### config.mk
export PLATFORM = sky130hd
export DESIGN_NAME = shift_operand_stage
export DESIGN_NICKNAME = d
export VERILOG_FILES = /design/src/rtl/shift_operand_stage_pkg.sv /design/src/rtl/shift_operand_stage_fwd_mux.sv /design/src/rtl/shift_operand_stage.sv
export SDC_FILE = /design/constraint.sdc
export NUM_CORES = 1
export LEC_CHECK = 0
export CAP_MARGIN = 40
export CORE_MARGIN = 10
export CORE_UTILIZATION = 35
export DETAILED_ROUTE_END_ITERATION = 10
export HOLD_SLACK_MARGIN = 0.03
export PLACE_DENSITY = 0.72
export SYNTH_ARGS = -nofsm -noshare
export SYNTH_HDL_FRONTEND = slang
export SYNTH_SLANG_ARGS = --single-unit
export TNS_END_PERCENT = 5
### constraint.sdc
create_clock -name CLK -period 4.9 [get_ports CLK]
set_clock_uncertainty 0.2 [all_clocks]
set_input_delay 0.49 -clock CLK [delete_from_list [all_inputs] [get_ports CLK]]
set_output_delay 0.49 -clock CLK [all_outputs]
set_load 0.005 [all_outputs]
### src/rtl/shift_operand_stage_pkg.sv
// Shared definitions for the ID->EX shift operand stage: shift encodings,
// default widths and the forwarding hit test.
package shift_operand_stage_pkg;

    localparam int unsigned XLEN_DEF    = 32;
    localparam int unsigned SHAMT_W_DEF = 5;
    localparam int unsigned REG_IDX_W   = 5;

    // Shifter operation encodings; SH_RSVD is never issued by the decoder.
    typedef enum logic [1:0] {
        SH_LSL  = 2'b00,
        SH_LSR  = 2'b01,
        SH_ASR  = 2'b10,
        SH_RSVD = 2'b11
    } sh_op_e;

    // A producer forwards to a source only if it writes, targets that source,
    // and the source is not x0.
    function automatic logic fwd_hit(input logic                 reg_write,
                                     input logic [REG_IDX_W-1:0] rd,
                                     input logic [REG_IDX_W-1:0] rs);
        return reg_write && (rs != '0) && (rd == rs);
    endfunction

endpackage

### src/rtl/shift_operand_stage_fwd_mux.sv
// Forwarding select for one EX-stage source register: MEM result, WB result,
// or the value captured from the register file.
module shift_operand_stage_fwd_mux
    import shift_operand_stage_pkg::*;
#(
    parameter int unsigned XLEN = XLEN_DEF
) (
    input  logic [REG_IDX_W-1:0] i_rs,
    input  logic [XLEN-1:0]      i_stored,
    input  logic                 i_reg_write_m,
    input  logic [REG_IDX_W-1:0] i_rd_m,
    input  logic [XLEN-1:0]      i_alu_result_m,
    input  logic                 i_reg_write_w,
    input  logic [REG_IDX_W-1:0] i_rd_w,
    input  logic [XLEN-1:0]      i_result_w,
    output logic [XLEN-1:0]      o_data
);

    // MEM is the younger producer, so it wins over WB when both match.
    always_comb begin
        o_data = i_stored;
        if (fwd_hit(i_reg_write_m, i_rd_m, i_rs)) begin
            o_data = i_alu_result_m;
        end else if (fwd_hit(i_reg_write_w, i_rd_w, i_rs)) begin
            o_data = i_result_w;
        end
    end

endmodule

### src/rtl/shift_operand_stage.sv
// ID->EX pipeline register for shift instructions. Captures the decoded op,
// forwards MEM/WB results onto the stored operands and drives the shifter.
module shift_operand_stage
    import shift_operand_stage_pkg::*;
#(
    parameter int unsigned XLEN    = XLEN_DEF,
    parameter int unsigned SHAMT_W = SHAMT_W_DEF
) (
    input  logic                 CLK,
    input  logic                 Reset,
    input  logic                 ValidD,
    input  logic [1:0]           ShD,
    input  logic                 ShamtSrcD,
    input  logic [SHAMT_W-1:0]   ShamtImmD,
    input  logic [REG_IDX_W-1:0] Rs1D,
    input  logic [REG_IDX_W-1:0] Rs2D,
    input  logic [REG_IDX_W-1:0] RdD,
    input  logic [XLEN-1:0]      RD1D,
    input  logic [XLEN-1:0]      RD2D,
    input  logic                 StallE,
    input  logic                 FlushE,
    input  logic                 RegWriteM,
    input  logic [REG_IDX_W-1:0] RdM,
    input  logic [XLEN-1:0]      ALUResultM,
    input  logic                 RegWriteW,
    input  logic [REG_IDX_W-1:0] RdW,
    input  logic [XLEN-1:0]      ResultW,
    output logic                 ValidE,
    output logic [1:0]           ShE,
    output logic [SHAMT_W-1:0]   ShamtE,
    output logic [XLEN-1:0]      ShInE,
    output logic [REG_IDX_W-1:0] RdE
);

    logic                 r_valid;
    logic [1:0]           r_sh;
    logic                 r_shamt_src;
    logic [SHAMT_W-1:0]   r_shamt_imm;
    logic [REG_IDX_W-1:0] r_rs1;
    logic [REG_IDX_W-1:0] r_rs2;
    logic [REG_IDX_W-1:0] r_rd;
    logic [XLEN-1:0]      r_rd1;
    logic [XLEN-1:0]      r_rd2;

    logic [XLEN-1:0]      w_fwd1;
    logic [XLEN-1:0]      w_fwd2;
    logic [SHAMT_W-1:0]   w_shamt;

    shift_operand_stage_fwd_mux #(
        .XLEN (XLEN)
    ) u_fwd_rs1 (
        .i_rs           (r_rs1),
        .i_stored       (r_rd1),
        .i_reg_write_m  (RegWriteM),
        .i_rd_m         (RdM),
        .i_alu_result_m (ALUResultM),
        .i_reg_write_w  (RegWriteW),
        .i_rd_w         (RdW),
        .i_result_w     (ResultW),
        .o_data         (w_fwd1)
    );

    shift_operand_stage_fwd_mux #(
        .XLEN (XLEN)
    ) u_fwd_rs2 (
        .i_rs           (r_rs2),
        .i_stored       (r_rd2),
        .i_reg_write_m  (RegWriteM),
        .i_rd_m         (RdM),
        .i_alu_result_m (ALUResultM),
        .i_reg_write_w  (RegWriteW),
        .i_rd_w         (RdW),
        .i_result_w     (ResultW),
        .o_data         (w_fwd2)
    );

    // EX register bank: reset > flush > stall (refresh operands) > load.
    always_ff @(posedge CLK or posedge Reset) begin
        if (Reset) begin
            r_valid     <= 1'b0;
            r_sh        <= '0;
            r_shamt_src <= 1'b0;
            r_shamt_imm <= '0;
            r_rs1       <= '0;
            r_rs2       <= '0;
            r_rd        <= '0;
            r_rd1       <= '0;
            r_rd2       <= '0;
        end else if (FlushE) begin
            r_valid     <= 1'b0;
            r_sh        <= '0;
            r_shamt_src <= 1'b0;
            r_shamt_imm <= '0;
            r_rs1       <= '0;
            r_rs2       <= '0;
            r_rd        <= '0;
            r_rd1       <= '0;
            r_rd2       <= '0;
        end else if (StallE) begin
            // Latch forwarded values so a producer retiring from WB mid-stall
            // is not lost; re-latching the same value is harmless.
            r_rd1 <= w_fwd1;
            r_rd2 <= w_fwd2;
        end else begin
            r_valid     <= ValidD;
            r_sh        <= ShD;
            r_shamt_src <= ShamtSrcD;
            r_shamt_imm <= ShamtImmD;
            r_rs1       <= Rs1D;
            r_rs2       <= Rs2D;
            r_rd        <= RdD;
            r_rd1       <= RD1D;
            r_rd2       <= RD2D;
        end
    end

    // Register shift amounts use only the low bits of rs2.
    assign w_shamt = r_shamt_src ? w_fwd2[SHAMT_W-1:0] : r_shamt_imm;

    // Bubbles drive zeros so the shifter produces 0.
    always_comb begin
        ValidE = r_valid;
        ShE    = '0;
        ShamtE = '0;
        ShInE  = '0;
        RdE    = '0;
        if (r_valid) begin
            ShE    = r_sh;
            ShamtE = w_shamt;
            ShInE  = w_fwd1;
            RdE    = r_rd;
        end
    end

    // The decoder never issues the reserved encoding.
    a_no_rsvd_sh: assert property (@(posedge CLK) disable iff (Reset) ShE != SH_RSVD);

endmodule

-- Word level (Yosys, flattened, before mapping)
Cells that the tools add are included.
- logic and storage cells: 51
- output and inout bits: 45
- bits in registers: 61
- input port bits: 168
- equality and inequality tests: 5
- mux-type cells: 27
- reduce and logical (&&, ||, !) cells: 10
- operators by type and width (operator ; number):
    $mux W32 ; 5
    $mux W5 ; 15
    $eq A5 B5 Y1 ; 4
    $reduce_bool A5 Y1 ; 2
    $logic_and A1 B1 Y1 ; 8
    $mux W2 ; 3
    $mux W1 ; 4
    $ne A2 B1 Y1 const B ; 1

-- Logic depth before layout (Yosys ltp)
- depth in word-level cells: 7
- mapped depth: 7
- gate-level depth less buffers: 5

-- Hierarchy
A second synthesis with hierarchy kept.
- cell total of the unflattened synthesis: 677
- area, all modules: 5800.6 um^2
- modules (own cells, without submodules) (module ; cells each ; instances ; sequential area each (um^2) ; area an instance (um^2)):
    shift_operand_stage ; 339 ; 1 ; 2202.1 ; 3903.7
    shift_operand_stage_fwd_mux ; 169 ; 2 ; 0.0 ; 948.4

-- Least setup slack after synthesis
OpenSTA, ideal clock, no wires.
- path kind: register -> output
- start: register r_rs1[1]
- end: output port ShInE[10]
- data arrival time: 1651 ps
- required time: 4210 ps
- stages on the path, launching flop included: 8
- buffers on the path: 2
- slack: 2559 ps
- cell sequence: dfrtp_1 -> or4_4 -> nor2_4 -> or4_4 -> buf_6 -> buf_6 -> o21ai_1 -> a21oi_1
- longest elaborated chain between the ends: 6
- elaborated cells between the ends (all ways): 10
- those cells by class: eq/ne (2); mux (3); reduce/logical (5)
- ends and longest elaborated chain (item ; RTL line ; RTL):
    start, declared ; shift_operand_stage.sv:39 ; logic [REG_IDX_W-1:0] r_rs1;
    start signal, assigned ; shift_operand_stage.sv:109 ; r_rs1 <= Rs1D;
    $reduce_bool A5 Y1 ; shift_operand_stage_pkg.sv:22 ; return reg_write && (rs != '0) && (rd == rs);
    $logic_and A1 B1 Y1 (2 in a row) ; shift_operand_stage_pkg.sv:22 ;
    $mux W32 ; shift_operand_stage_fwd_mux.sv:24 ; end else if (fwd_hit(i_reg_write_w, i_rd_w, i_rs)) begin
    $mux W32 (*) ; shift_operand_stage_fwd_mux.sv:22 ; if (fwd_hit(i_reg_write_m, i_rd_m, i_rs)) begin
    $mux W32 (*) ; shift_operand_stage.sv:127 ; if (r_valid) begin
    end, declared ; shift_operand_stage.sv:31 ; output logic [XLEN-1:0] ShInE,
Mark *: on every way between the ends. The rest lies on a longest branch, timed or not.

-- Final worst setup path
- start: input port RdM[1]
- end: output port ShInE[0]
- longest elaborated chain between the ends: 4
- ends and longest elaborated chain (item ; RTL line ; RTL):
    start, declared ; shift_operand_stage.sv:23 ; input logic [REG_IDX_W-1:0] RdM,
    $eq A5 B5 Y1 ; shift_operand_stage_pkg.sv:22 ;
    $logic_and A1 B1 Y1 ; shift_operand_stage_pkg.sv:22 ;
    $mux W32 ; shift_operand_stage_fwd_mux.sv:22 ;
    $mux W32 ; shift_operand_stage.sv:127 ;
No other way between the ends.

==> results.sh <==
export IMPL_outcome="complete, no violations"
export IMPL_place_area_um2=5660
export IMPL_numPortBuffers=185
export IMPL_drcViolationCount=0
export IMPL_post_cts_setup_buffers=0
export IMPL_grt_overflow_total=0
export IMPL_numCtsBuffers=9
export IMPL_die_area_um2=15100
export IMPL_nets=723
export IMPL_stdcell_count=696
export IMPL_clk_pin_slew_ns=0.06
export IMPL_place_ws_ns=1.19
export IMPL_post_route_util=0.568
export IMPL_ys_ff_latch=61
export IMPL_worstSetupPathType="in2out"
export IMPL_vias_per_cell=5.46
export IMPL_globalplace_congestion=0.888
export IMPL_setup_viol=0
export IMPL_synth_area_leaders="dfrtp_1 41%, mux2i_1 16%, a32oi_1 8.5%, o21ai_1 5.4%, a21oi_1 4.3%"
export IMPL_cts_buffer_depth=2
export IMPL_finalCriticalPeriod_ns=3.71
export IMPL_synth_common_cells="61 x dfrtp_1, 61 x mux2i_1, 40 x o21ai_1, 36 x a32oi_1, 32 x a21oi_1"
export IMPL_vias=3801
export IMPL_die_x_um=123
export IMPL_fin_crit_sh=0.757
export IMPL_synth_area_leader_cell="dfrtp_1"
export IMPL_layout_drive_gt1_share=0.0607
export IMPL_drtAntennaViolNets=0
export IMPL_critPathMostFrequentCell="clkdlybuf4s50_1"
export IMPL_synth_cell_type_count=32
export IMPL_start_util=0.360
export IMPL_first_iter_violations=328
export IMPL_end_kind="output port"
export IMPL_antenna_found_initial=0
export IMPL_rsz0062_at_grt="no"
export IMPL_top_level_ports=213
export IMPL_cts_resized=0
export IMPL_synth_area_um2=3720
export IMPL_cp_top_family="buffers and inverters"
export IMPL_cp_slowest_stage_delay_ns=0.79
export IMPL_p_total_mw=1.32
export IMPL_p_per_area_nw_per_um2=226
export IMPL_core_um2=10300
export IMPL_insertion_delay_ns=0.33
export IMPL_worst_pin_slew_ns=0.698
export IMPL_routedWlPerCell_um=20.0
export IMPL_fin_tns_setup_ns=0
export IMPL_area_delta_synth_final_pct=57.7
export IMPL_cts_hold_buf=0
export IMPL_h_tree_depth=3
export IMPL_drv_slew=0
export IMPL_grt_usage=0.179
export IMPL_arrival_ns=3.02
export IMPL_synth_avg_cell_area_um2=9.66
export IMPL_fin_area_um2=5860
export IMPL_cts_tree="yes"
export IMPL_yosysWarnings=0
export IMPL_rows=37
export IMPL_hp_class="reg2reg"
export IMPL_postSynthCellCount=385
export IMPL_place_inst=680
export IMPL_cpMaxStageDelayCell="or4_4"
export IMPL_yosysSeqAreaShare=0.411
export IMPL_worst_ir_drop_vdd_mv=0.149
export IMPL_firstDrtPassIters=5
export IMPL_fmaxAchievable_mhz=270
export IMPL_grt_max_degree=66
export IMPL_max_cap_viol_count=0
export IMPL_worstSetupStartpointType="input pin"
export IMPL_async_reset_ff_frac=1.00
export IMPL_grt_first_pass_wirelength_mm=21.7
export IMPL_hold_slack_ns=0.318
export IMPL_crit_chain="clkdlybuf4s50_1 -> xnor2_1 -> nand4_1 -> or4_4 -> o21ai_0 -> a21oi_1 -> clkdlybuf4s50_1"
export IMPL_hold_violations=0
export IMPL_p_leak_nw=2.16
export IMPL_diodes=0
export IMPL_synthFlopType="dfrtp_1"
export IMPL_wl_mm=13.9
export IMPL_maxSlewHeadroom=0.535
export IMPL_synth_edff_count=0
export IMPL_synth_top_cell_area_share=0.411
export IMPL_critical_path_max_fanout=65
export IMPL_finalWorstSetupSlack_ns=1.19
export IMPL_die_y_um=123
export IMPL_crit_buf_inv=2
export IMPL_cts_sinks=61
export IMPL_place_hpwl_mm=10.2
export IMPL_syn_num_nets=553
export IMPL_clock_root_buffer="clkbuf_8"
export IMPL_grt_pass1_vias=3945
export IMPL_critPathRequiredTime_ns=4.21
## cell usage in the layout (no fill, tap or decap), types with 2 or more instances in the layout
cell	instances
or4_4	2
and2_1	7
mux2i_1	61
bufinv_16	2
xor2_1	4
o21ai_0	28
nor2_1	25
o221ai_1	2
nand2b_1	2
nand4_1	9
nand2_1	7
a21oi_1	32
buf_4	8
xnor2_1	16
o211ai_1	4
clkdlybuf4s50_1	185
o21ai_1	40
clkbuf_8	9
dfrtp_1	61
a32oi_1	36
clkbuf_1	3
## cell type report
class                      count  area (um2)
timing repair buffer         195        1930
multi-input combinational    287        2030
tap                          136         170
clock buffer                  12         135
inverter                       1        3.75
sequential                    61        1530
fill                         905        4460
clock inverter                 4        72.6
## logic make-up after synthesis
kind of cell           after synthesis  share of synthesized area
AO/OA/AOI/OAI                      142                      0.232
AND/OR/NAND/NOR                     64                     0.0946
buffers and inverters               37                     0.0512
XOR/XNOR                            20                     0.0471
multiplexers                        61                      0.164
flip-flops                          61                      0.411
## layer usage
| metal | wire, um | GRT usage |
|---|---|---|
| met5 | 0 | 0 |
| met4 | 216 | 0.0590 |
| met3 | 1380 | 0.0593 |
| met2 | 6590 | 0.289 |
| met1 | 5750 | 0.220 |
## tightest hold or removal path: stages (launching register included)
cell	delay, ns
dfrtp_1	0.34
mux2i_1	0.07
nor2_1	0.08
## final timing paths
check | startpoint | slack (ns) | cells past startpoint | end
hold / removal | r_sh[1]$_DFFE_PP0P_ | 0.32 | 2 | r_sh[1]$_DFFE_PP0P_
setup / recovery | RdM[1] | 1.19 | 7 | ShInE[0]
max in group asynchronous | Reset | 3.23 | 3 | r_rs1[0]$_DFFE_PP0P_
min in group asynchronous | Reset | 0.35 | 2 | r_rd1[21]$_DFF_PP0_
hold reg to reg | r_sh[1]$_DFFE_PP0P_ | 0.32 | 2 | r_sh[1]$_DFFE_PP0P_
setup reg to reg | r_rs1[1]$_DFFE_PP0P_ | 1.84 | 5 | r_rd1[30]$_DFF_PP0_
## registers in the layout, indices dropped and copies added (netlist names)
register     count
r_shamt_imm      5
r_rs2            5
r_shamt_src      1
r_rs1            5
r_rd             5
ValidE           1
r_rd1           32
r_rd2            5
r_sh             2
## power by group
group / switching, mW / internal, mW
sequential: 0.0174 / 0.532
clock: 0.198 / 0.286
combinational: 0.122 / 0.166
total: 0.337 / 0.985
(Power assumes the default switching activity.)
==> edit 1: new RTL, same flow settings <==
Reset style: synchronous (`Reset`), changed in one clocked block.
--- a/src/rtl/shift_operand_stage.sv
+++ b/src/rtl/shift_operand_stage.sv
@@ -75,7 +75,7 @@
     );
 
     // EX register bank: reset > flush > stall (refresh operands) > load.
-    always_ff @(posedge CLK or posedge Reset) begin
+    always_ff @(posedge CLK) begin
         if (Reset) begin
             r_valid     <= 1'b0;
             r_sh        <= '0;
Function: differs if Reset is asserted again (counterexample within 4 cycles, from zero or initial values and one cycle with Reset high); with Reset held inactive, the same outputs for 10 cycles.
==> edit 1 against the unedited design <==
  * Total power rose by 5.7%
  * Worst setup slack better by 140 ps
  * Global-route usage fell by 0.75 points
  * Clock power up 30%
  * Routed wire length increased by 3.9%
  * Synthesized cell count up 12%
  * Sequential cell count unchanged
  * Hold slack lost 28 ps
  * Final area grew 4.9%
  * Non-clock buffer count fell by 1
  * Synthesized area increased by 7.0%
  * Register-to-register slack gained 590 ps
  * Critical path type unchanged
  * Critical endpoint is now ShamtE[4]
  * Highest routed layer unchanged
==> edit 1: results (changes against the unedited design) <==
## Clocking
- CTS root buffer: sky130_fd_sc_hd__clkbuf_16

## Placement
- estimated wirelength of the detail-placed design: 10.4 mm, +1.7%
- placer's final routability congestion estimate: 0.848, -4.5%
- Cell Area, Placed: 0.00586 mm², +3.5%

## Global route
- first-pass GRT wire length: 22.7 mm, +4.9%
- Global Route Usage Sum: 17.1%, -0.75 points
- number of global-route vias before repair: 4,196, +6.4%

## Logic synthesis
- mux share of post-synthesis cell area: 15.4%, -1.1 points
- ranking of synthesized cells by instance count: sky130_fd_sc_hd__dfxtp_1, sky130_fd_sc_hd__mux2i_1, sky130_fd_sc_hd__o21ai_0
- biggest area contributors in the synthesized netlist: sky130_fd_sc_hd__dfxtp_1, sky130_fd_sc_hd__mux2i_1, sky130_fd_sc_hd__a41oi_2, sky130_fd_sc_hd__nor3b_1, sky130_fd_sc_hd__o21ai_0
- net count of the mapped netlist: 598, +8.1%
- fraction of registers with async set/reset: 0%, -100 points
- compound-cell area share of the yosys netlist: 28.4%, +5.2 points
- post-synthesis xor/xnor area fraction: 4.40%, -0.31 points
- register area share after synthesis: 30.7%, -10 points
- per-instance average area after synthesis: 9.25 µm², -4.2%

## Cells and area
- count of nets after finishing: 758, +4.8%
- count of filler cells inserted in the layout: 972, +7.4%
- non-clock buffer area fraction after layout: 31.7%, -1.2 points
- number of non-clock buffers in the layout: 194, -0.51%
- proportion of cell area occupied by multi-input gates: 40.8%, +6.2 points
- clock-cell share of area: 4.78%, +1.2 points
- multi-input combinational gate total: 324, +13%

## Worst hold path
- launch point of the worst hold path: r_rd[0]$_SDFFE_PP0N_

## Power
- Worst IR Drop VDD: 0.123 mV, -18%
- leakage power figure: 0.00224 µW, +3.6%
- combinational power: 248 µW, -14%
- Comb power frac: 17.7%, -4.1 points
- Internal: 1070 µW, +8.3%

## Outcome
- status: complete, no violations

## STA
- Least-Margin Pin Slew: 960 ps, +262 ps

## Setup path
- startpoint of the worst-slack reg-to-reg timing path: r_rs1[0]$_SDFFE_PP0N_
- data arrival time of the worst path: 2880 ps, -140 ps
- crit path max fanout: 12, -82%

## Route
- number of design-rule violations left by the first detailed-router iteration: 225, -31%
- Total Wirelength: 14.5 mm, +3.9%
- detail-routed via count per cell: 5.40, -1.2%

## Die
- tap cells: 140, +2.9%

==> edit 1: critical path, stage by stage <==
cell                              delay (ps)
sky130_fd_sc_hd__clkdlybuf4s50_1         520
sky130_fd_sc_hd__xnor2_1                 130
sky130_fd_sc_hd__nand4_1                 130
sky130_fd_sc_hd__nor4_2                  730
sky130_fd_sc_hd__a31oi_1                 180
sky130_fd_sc_hd__o21ai_0                 140
sky130_fd_sc_hd__clkdlybuf4s50_1         550
==> edit 1: worst paths after layout <==
path	end	slack [ps]	depth (start not counted)
setup / recovery	ShamtE[4]	1330	7
hold / removal	r_rd[0]$_SDFFE_PP0N_	290	2
setup reg to reg	r_rd1[20]$_SDFF_PP0_	2430	7
hold reg to reg	r_rd[0]$_SDFFE_PP0N_	290	2
==> edit 1: per-layer routing <==
metal	GRT usage [%]	share of wire, %
met1	20.0	43
met2	27.8	46
met3	7.62	10
met4	4.76	1.2
met5	0	0
==> edit 2: new RTL, same settings <==
Without the edit above. Set the package constant `SHAMT_W_DEF` to 10 (it was 5).
--- a/src/rtl/shift_operand_stage_pkg.sv
+++ b/src/rtl/shift_operand_stage_pkg.sv
@@ -3,7 +3,7 @@
 package shift_operand_stage_pkg;
 
     localparam int unsigned XLEN_DEF    = 32;
-    localparam int unsigned SHAMT_W_DEF = 5;
+    localparam int unsigned SHAMT_W_DEF = 10;
     localparam int unsigned REG_IDX_W   = 5;
 
     // Shifter operation encodings; SH_RSVD is never issued by the decoder.
Ports: changed (resized ShamtE and ShamtImmD); port bits go from 213 to 223. No check against the original RTL was run, so the function may have changed too.
==> edit 2 against the unedited design <==
  * Clock power up 48%
  * Final area up 16%
  * Sequential power up 17%
  * Total power up 28%
  * Final cell count up 11%
  * Synthesized area up 16%
  * Sequential cell count up 10
  * Routed wire length up 20%
  * Worst setup slack worse by 74 ps
  * Critical path type is now reg2out
==> edit 2: results (changes against the unedited design) <==
## Clocking
- cts bufs inserted: 9, unchanged
- CTS H-tree depth: 3, unchanged
- buffer count from post-CTS setup fixing: 0, unchanged
- CTS max path bufs: 2, unchanged
- Clock Latency Late Sink: 330 ps, about the same
- CTS root buffer: sky130_fd_sc_hd__clkbuf_16
- post-cts resize count: 0, unchanged
- CTS clk-pin slew, worst paths: 60 ps, about the same

## Global route
- Global Route Usage Sum: 19.1%, +1.2 points
- maximum number of pins on one net before global-route repair: 66, unchanged
- number of global-route vias before repair: 4,609, +17%
- antenna violations before repair: 0, unchanged
- first-pass GRT wire length: 25.6 mm, +18%

## Route
- vias after detailed routing: 4,382, +15%
- drt first pass iters: 4, -1
- Total Wirelength: 16.8 mm, +20%
- number of design-rule violations left by the first detailed-router iteration: 263, -20%

## Placement
- worst setup timing slack at the placement stage: 1390 ps, +200 ps
- placer's final routability congestion estimate: 0.901, +1.5%
- estimated wirelength of the detail-placed design: 12.3 mm, +21%
- number of input and output port buffers inserted: 200, +8.1%

## Logic synthesis
- net count of the mapped netlist: 620, +12%
- ranking of synthesized cells by instance count: sky130_fd_sc_hd__dfrtp_1, sky130_fd_sc_hd__mux2i_1, sky130_fd_sc_hd__nor2_1
- register area share after synthesis: 41.2%, +0.16 points
- warnings from Yosys: 0, unchanged
- count of distinct cell types in the synthesized netlist: 39, +22%
- fraction of registers with async set/reset: 100%, unchanged
- biggest area contributors in the synthesized netlist: sky130_fd_sc_hd__dfrtp_1, sky130_fd_sc_hd__mux2i_1, sky130_fd_sc_hd__a32oi_1, sky130_fd_sc_hd__a21oi_1, sky130_fd_sc_hd__o21ai_0

## Setup path
- Critical R2R Capture: r_rd1[1]$_DFF_PP0_
- startpoint of the worst-slack reg-to-reg timing path: r_rs1[1]$_DFFE_PP0P_
- Worst R2R Setup Slack: 1730 ps, -110 ps
- data arrival time of the worst path: 3090 ps, +70 ps
- crit path max fanout: 65, unchanged
- depth of the worst register-to-register path: 7, +2

## Power
- Worst IR Drop VDD: 0.155 mV, +4.0%
- leakage power figure: 0.00260 µW, +20%

## Worst hold path
- class of the tightest hold or removal check: in2async

## Cells and area
- largest registers ranked by flip-flop count: r_rd1 (32), r_rd2 (10), r_shamt_imm (10)
- antenna diode count: 0, unchanged
- count of filler cells inserted in the layout: 1,055, +17%
- fraction of layout instances using a drive strength above 1: 6.52%, +0.45 points
- count of nets after finishing: 797, +10%

## STA
- hold slack final: 283 ps, -34.6 ps
- Slew HR: 36.4%, -17 points

## Outcome
- status: complete, no violations

[edit 2: cell types whose count changed after synthesis, sizes merged, moves of 5 or more]
cell and delta:
a22oi +5, clkbuf +9, dfrtp +10, mux2i +6
nor2 +8, o21ai -5, o31ai +6
[edit 2: worst max-delay path, cell delays in order, from the launching register on]
cell and delay (ps):
sky130_fd_sc_hd__dfrtp_1 440, sky130_fd_sc_hd__or4_1 600, sky130_fd_sc_hd__o211a_1 260, sky130_fd_sc_hd__nand2_2 60, sky130_fd_sc_hd__buf_4 480, sky130_fd_sc_hd__o21ai_0 150
sky130_fd_sc_hd__a21oi_1 210, sky130_fd_sc_hd__clkdlybuf4s50_1 550
[edit 2: per-stage QoR]
stage                     cells  instance area [µm²]  power (µW)  utilization (%)
final                       776                 6780        1690             56.4
after global routing        776                 6780        1760             56.4
after CTS                   776                 6780        1710             56.4
after detailed placement    760                 6450         982             53.7
after global placement      758                 6410         968             53.4
after floorplan             447                 4310         783                -
[edit 2: how the worst max path moves through the flow]
stage / startpoint / to / slack [ps] / depth (start not counted)
floorplan: r_rs2[1]$_DFFE_PP0P_ / ShamtE[4] / 2320 / 6
detailed placement: RdM[4] / ShamtE[1] / 1390 / 8
finish: r_rs1[1]$_DFFE_PP0P_ / ShInE[2] / 1120 / 7
global route: r_rs1[1]$_DFFE_PP0P_ / ShInE[0] / 900 / 7
CTS: r_rs1[1]$_DFFE_PP0P_ / ShInE[0] / 1090 / 7
global placement: RdM[2] / ShamtE[2] / 1390 / 8
[edit 2: kinds of logic (layout without fill, tap and decap cells)]
logic type | after synthesis | in the layout | synth area share (%)
AOI/OAI and AO/OA | 160 | 160 | 23.8
xor gates and xnor gates | 20 | 20 | 4.06
buffers and inverters | 48 | 230 | 4.70
DFF | 71 | 71 | 41.2
muxes | 71 | 71 | 17.0
and+or+nand+nor | 77 | 77 | 9.26
[edit 2: per-layer routing]
metal	routed length (µm)	global-route usage [%]	vias up
li1	-	-	2044
met1	7140	23.0	2131
met2	7980	31.4	179
met3	1270	5.48	28
met4	399	7.85	0
met5	0	0	-
[edit 2: where the power goes]
part	internal, µW	switching (µW)	leakage, µW
Clock	473	244	0.000160
Sequential	620	23.3	0.000943
Combinational	188	140	0.00149
Total	1280	408	0.00260
[edit 2: cell type report]
cell class	instances	area share [%]
Timing Repair Buffer	212	31.3
Inverter	2	0.129
Clock buffer	13	3.84
Sequential cell	71	26.2
Multi-Input combinational cell	328	34.8
Clock inverter	3	0.960
Tap cell	147	2.71
